`src/rtl/regfile_param.sv`:
```
// regfile_param: parameterised register file with optional write-to-read
// bypass, optional hard-wired zero register, a per-register pending
// scoreboard, a conditional bit and a sequential bulk-clear engine.
module regfile_param #(
    parameter int DATA_W   = 8,
    parameter int ADDR_W   = 3,
    parameter int BYPASS   = 1,
    parameter int ZERO_REG = 0
) (
    input  logic              clk_i,
    input  logic              rst_ni,
    input  logic              write_i,
    input  logic [ADDR_W-1:0] write_addr_i,
    input  logic [DATA_W-1:0] write_data_i,
    input  logic              write_CB_i,
    input  logic              cb_data_i,
    output logic              cb_data_o,
    input  logic [ADDR_W-1:0] rs_addr_i,
    input  logic [ADDR_W-1:0] rt_addr_i,
    output logic [DATA_W-1:0] rs_data_o,
    output logic [DATA_W-1:0] rt_data_o,
    input  logic              reserve_i,
    input  logic [ADDR_W-1:0] reserve_addr_i,
    output logic              rs_busy_o,
    output logic              rt_busy_o,
    input  logic              clear_i,
    output logic              clear_busy_o
);

    localparam int DEPTH = 1 << ADDR_W;

    typedef enum logic {
        IDLE  = 1'b0,
        CLEAR = 1'b1
    } state_t;

    state_t              state_q, state_d;
    logic [ADDR_W-1:0]   cnt_q;
    logic [DATA_W-1:0]   regs_q [DEPTH];
    logic [DEPTH-1:0]    pending_q;
    logic                cb_q;

    logic                idle;
    logic                last_clear;
    logic                wr_en;
    logic                rsv_en;
    logic                rs_fwd;
    logic                rt_fwd;

    assign idle       = (state_q == IDLE);
    assign last_clear = (cnt_q == ADDR_W'(DEPTH - 1));
    assign wr_en      = write_i && idle &&
                        !((ZERO_REG != 0) && (write_addr_i == '0));
    assign rsv_en     = reserve_i && idle &&
                        !((ZERO_REG != 0) && (reserve_addr_i == '0));
    assign rs_fwd     = (BYPASS != 0) && wr_en && (write_addr_i == rs_addr_i);
    assign rt_fwd     = (BYPASS != 0) && wr_en && (write_addr_i == rt_addr_i);

    // Next-state logic: enter CLEAR on request, leave after the last index
    always_comb begin
        state_d = state_q;
        unique case (state_q)
            IDLE:    if (clear_i) state_d = CLEAR;
            CLEAR:   if (last_clear) state_d = IDLE;
            default: state_d = IDLE;
        endcase
    end

    // State register and clear index counter
    always_ff @(posedge clk_i or negedge rst_ni) begin
        if (!rst_ni) begin
            state_q <= IDLE;
            cnt_q   <= '0;
        end else begin
            state_q <= state_d;
            if (state_q == CLEAR) cnt_q <= cnt_q + ADDR_W'(1);
            else                  cnt_q <= '0;
        end
    end

    // Register array: normal writes in IDLE, one entry zeroed per cycle in CLEAR
    always_ff @(posedge clk_i or negedge rst_ni) begin
        if (!rst_ni) begin
            for (int unsigned i = 0; i < DEPTH; i++) regs_q[i] <= '0;
        end else if (state_q == CLEAR) begin
            regs_q[cnt_q] <= '0;
        end else if (wr_en) begin
            regs_q[write_addr_i] <= write_data_i;
        end
    end

    // Scoreboard: reserve is applied after the write-clear so it wins on a tie
    always_ff @(posedge clk_i or negedge rst_ni) begin
        if (!rst_ni) begin
            pending_q <= '0;
        end else if (state_q == CLEAR) begin
            pending_q[cnt_q] <= 1'b0;
        end else begin
            if (wr_en)  pending_q[write_addr_i]   <= 1'b0;
            if (rsv_en) pending_q[reserve_addr_i] <= 1'b1;
        end
    end

    // Conditional bit: loads in IDLE, forced to zero when a clear starts
    always_ff @(posedge clk_i or negedge rst_ni) begin
        if (!rst_ni) begin
            cb_q <= 1'b0;
        end else if (idle) begin
            if (clear_i)         cb_q <= 1'b0;
            else if (write_CB_i) cb_q <= cb_data_i;
        end
    end

    // Read ports with optional forwarding and zero-register masking
    always_comb begin
        rs_data_o = regs_q[rs_addr_i];
        rt_data_o = regs_q[rt_addr_i];
        rs_busy_o = pending_q[rs_addr_i];
        rt_busy_o = pending_q[rt_addr_i];
        if (rs_fwd) begin
            rs_data_o = write_data_i;
            rs_busy_o = 1'b0;
        end
        if (rt_fwd) begin
            rt_data_o = write_data_i;
            rt_busy_o = 1'b0;
        end
        if ((ZERO_REG != 0) && (rs_addr_i == '0)) begin
            rs_data_o = '0;
            rs_busy_o = 1'b0;
        end
        if ((ZERO_REG != 0) && (rt_addr_i == '0)) begin
            rt_data_o = '0;
            rt_busy_o = 1'b0;
        end
    end

    assign cb_data_o    = cb_q;
    assign clear_busy_o = (state_q == CLEAR);

endmodule

```
`config.mk`:
```
export PLATFORM = sky130hd
export DESIGN_NAME = regfile_param
export DESIGN_NICKNAME = d
export VERILOG_FILES = /design/src/rtl/regfile_param.sv
export SDC_FILE = /design/constraint.sdc
export NUM_CORES = 1
export LEC_CHECK = 0
export BUFFER_PORTS_ARGS = -buffer_cell sky130_fd_sc_hd__buf_2
export CAP_MARGIN = 25
export CORE_ASPECT_RATIO = 0.5
export CORE_MARGIN = 2
export CORE_UTILIZATION = 50
export CTS_CLUSTER_DIAMETER = 200
export DETAILED_ROUTE_END_ITERATION = 6
export HOLD_SLACK_MARGIN = 0.12
export PLACE_DENSITY = 0.69
export SLEW_MARGIN = 10
export SYNTH_ARGS = -nofsm -noshare
export SYNTH_HDL_FRONTEND = slang
export SYNTH_SLANG_ARGS = --single-unit
```
`constraint.sdc`:
```
create_clock -name clk_i -period 2.5 [get_ports clk_i]
set_input_delay 0.375 -clock clk_i [delete_from_list [all_inputs] [get_ports clk_i]]
set_output_delay 0.375 -clock clk_i [all_outputs]
set_load 0.005 [all_outputs]
```
==> summary.md <==
| Metric | Value |
|---|---|
| Clock Latency Late Sink | `between 0.3 and 0.4 ns` |
| Pwr Density | `901.3 mW/mm^2` |
| Final worst slack | `between 0.1 and 0.15 ns` |
| Syn_area_per_cell | `13.94 sq um` |
| Run status | `finished, final reports clean` |
| Final Hold Vio Count | `0` |
| Gp weighted congestion | `roughly 0.84` |
| DIE AREA | `between 0.009 and 0.01 sq mm` |
| Min Tclk post-route | `about 2.4 ns` |
| Crit path arrival time | `1.98 ns` |
| GRT Total Usage | `0.2689` |
| Largest area contributor in the netlist | `dfrtp_1` |
| Post-synthesis sequential area ratio | `0.4239` |
| Post-detail-place hpwl | `8545 um` |
| Num ports | `47` |
| Unique masters post-synth | `35` |
| Total Wirelength | `between 10000 and 15000 um` |
| Met1 Track Usage GR | `0.3706` |
| Die Wd | `~140 um` |
| ANT cells | `0` |
| CTS tree | `yes` |
| Post-Syn Instances | `~330` |
| Synthesized flop and latch total | `77` |
| Setup tns final | `0 ns` |
| Layout Cells excl Fill | `between 400 and 500` |
| Post-synth top area share | `0.4239` |
| Drt first pass iters | `5` |
| Register area | `0.001927 sq mm` |
| Asr flop ratio synth | `1.000` |
| Slew HR | `0.4813` |
| Die H | `a little over 70 um` |
| Final setup vio count | `0` |
| GRT met3 Usage | `0.07553` |
| Type of the worst setup path | `flop to output pin` |
| Setup crit start kind | `flop` |
| Num CTS Buffers | `9` |
| Worst-margin pin slew | `about 0.78 ns` |
| Area of the multi-input gates | `0.002462 sq mm` |
| Synth warn | `0` |
| CP Max Fanout | `3` |
| Max-cap violations | `0` |
| LEAKAGE | `~2.5 nW` |
| Clk buf depth | `2` |
| Placed cell count | `just under 500` |
| Clock slew at reported path FFs | `roughly 0.06 ns` |
| Finished Cell Area | `0.005268 sq mm` |
| Antenna Violating Nets Remaining | `0` |
| # clock sinks | `77` |
| Total Power | `around 4.7 mW` |
| Fill cell count | `between 600 and 700` |
| HP Class | `input port to flop` |
| Achievable Freq | `about 430 MHz` |
| Global-route wire length before repair | `~20000 um` |
| GRT Max-Usage Layer | `met2` |
| Vias per inst | `~6.8` |
| Top cells by area, synth | `dfrtp_1 42%, mux4_1 14%, a22o_1 12%, mux4_2 5.9%, mux2_2 5.5%` |
| Drt first-iter violations | `303` |
| Largest net degree at the start of global routing | `39` |
| H-tree depth | `3` |
| Vias in the first global route | `3473` |
| Post-DR wirelength/cell | `between 20 and 30 um` |
| Part of the cycle the worst path needs | `0.9407` |
| RSZ-0062 raised after global routing | `false` |
| Mapped Area | `0.004546 sq mm` |
| Dpl cell area | `around 0.0049 sq mm` |
| Number of synthesized flops with an enable pin | `0` |
| Drt drc | `0` |
| Layout cells sized above 1 | `0.3351` |
| Fin util | `0.6007` |
| CP endpoint kind | `output pin` |
| Layout area overhead | `15.88%` |
| Starting Density | `0.5184` |
| IO buf count | `46` |
| Synth Flop Type | `dfrtp_1` |
| Site row count | `24` |
| Via count | `roughly 3400` |
| CP required | `roughly 2.1 ns` |
| Commonest cells after routing, fill and taps aside | `77 x dfrtp_1, 64 x a22o_1, 46 x buf_2, 24 x mux4_1, 22 x mux2_2` |
| Clock Skews | `approximately 0.0037 ns` |
| Commonest non-fill, non-tap cell in the layout | `dfrtp_1` |
| Worst hold margin | `0.2569 ns` |
| Root buffer cell | `clkbuf_16` |
| Syn Nets | `355` |
| Initial antenna violation count | `0` |
| Overflow after GRT | `0` |
| Setup WS pre-CTS | `between 0.15 and 0.2 ns` |
| Worst VDD drop | `between 0.6 and 0.7 mV` |
| Slew Limit Fails | `0` |
| Final nets | `approximately 400` |
| Met2 usage | `0.4302` |
| Core Box Area | `0.008768 sq mm` |
==> final timing paths <==
check / from / end / slack (ns) / cells past startpoint
max: regs_q[63] / rt_data_o[7] / 0.15 / 4
min: clear_i / cb_data_o / 0.26 / 2
max reg2reg: clear_busy_o / regs_q[8] / 0.55 / 4
min in group asynchronous: rst_ni / regs_q[8] / 0.60 / 2
min reg2reg: regs_q[19] / regs_q[19] / 0.51 / 1
max in group asynchronous: rst_ni / regs_q[46] / 1.26 / 3
==> cells by family (layout without fill, tap and decap cells) <==
group | after synthesis | in the layout | synth area share
compound gates | 99 | 99 | 0.1740
flops | 77 | 77 | 0.4239
mux | 70 | 70 | 0.2923
simple gates | 46 | 46 | 0.05643
buf+inv | 26 | 82 | 0.03633
xor+xnor | 6 | 6 | 0.01156
fa+ha+maj | 2 | 2 | 0.005504
==> per-layer routing <==
metal  part of all wire  vias up
li1                   -     1434
met1               0.42     1771
met2               0.48      188
met3              0.087       16
met4              0.013        0
met5                  0        -
==> cell usage after synthesis, drive strengths merged (5+ instances only) <==
cell    count
a21oi       7
nor2b       5
xnor2       6
o21ai      12
buf        18
mux2       34
dfrtp      77
nand2       9
nor2       11
clkbuf      7
mux4       36
a22o       64
==> where the power goes <==
part / switching [mW] / total (mW) / leakage [nW] / internal [mW]
logic: 0.694 / 1.47 / 1.33 / 0.778
clock network: 0.523 / 1.40 / 0.154 / 0.878
registers: 0.321 / 1.87 / 1.05 / 1.55
total: 1.54 / 4.75 / 2.54 / 3.21
==> critical path: stages (launching register included) <==
cell and delay (ns):
dfrtp_1 0.41, mux4_1 0.55, mux2_2 0.28, mux2_2 0.27
buf_2 0.13
==> final cells by class <==
| class | instances | area share |
|---|---|---|
| Clock buffer | 11 | 0.04418 |
| Timing Repair Buffer | 65 | 0.07838 |
| Inverter | 1 | 0.0007126 |
| Clock inverter | 5 | 0.01568 |
| Multi-Input combinational cell | 223 | 0.4675 |
| Tap cell | 117 | 0.02779 |
| Sequential cell | 77 | 0.3658 |
==> sequential cells by signal (all words and copies together), names as in the netlist <==
| register | cells |
|---|---|
| clear_busy_o | 1 |
| pending_q | 8 |
| cnt_q | 3 |
| regs_q | 64 |
| cb_data_o | 1 |
==> timing repair <==
action                                  in CTS  in global routing
endpoints found under the setup margin       0                  5
buffers inserted                             0                  0
hold buffers                                 1                  0
endpoints found under the hold margin       24                  0
gates resized for setup                      0                  1
Power figures use the tool's default switching activity.
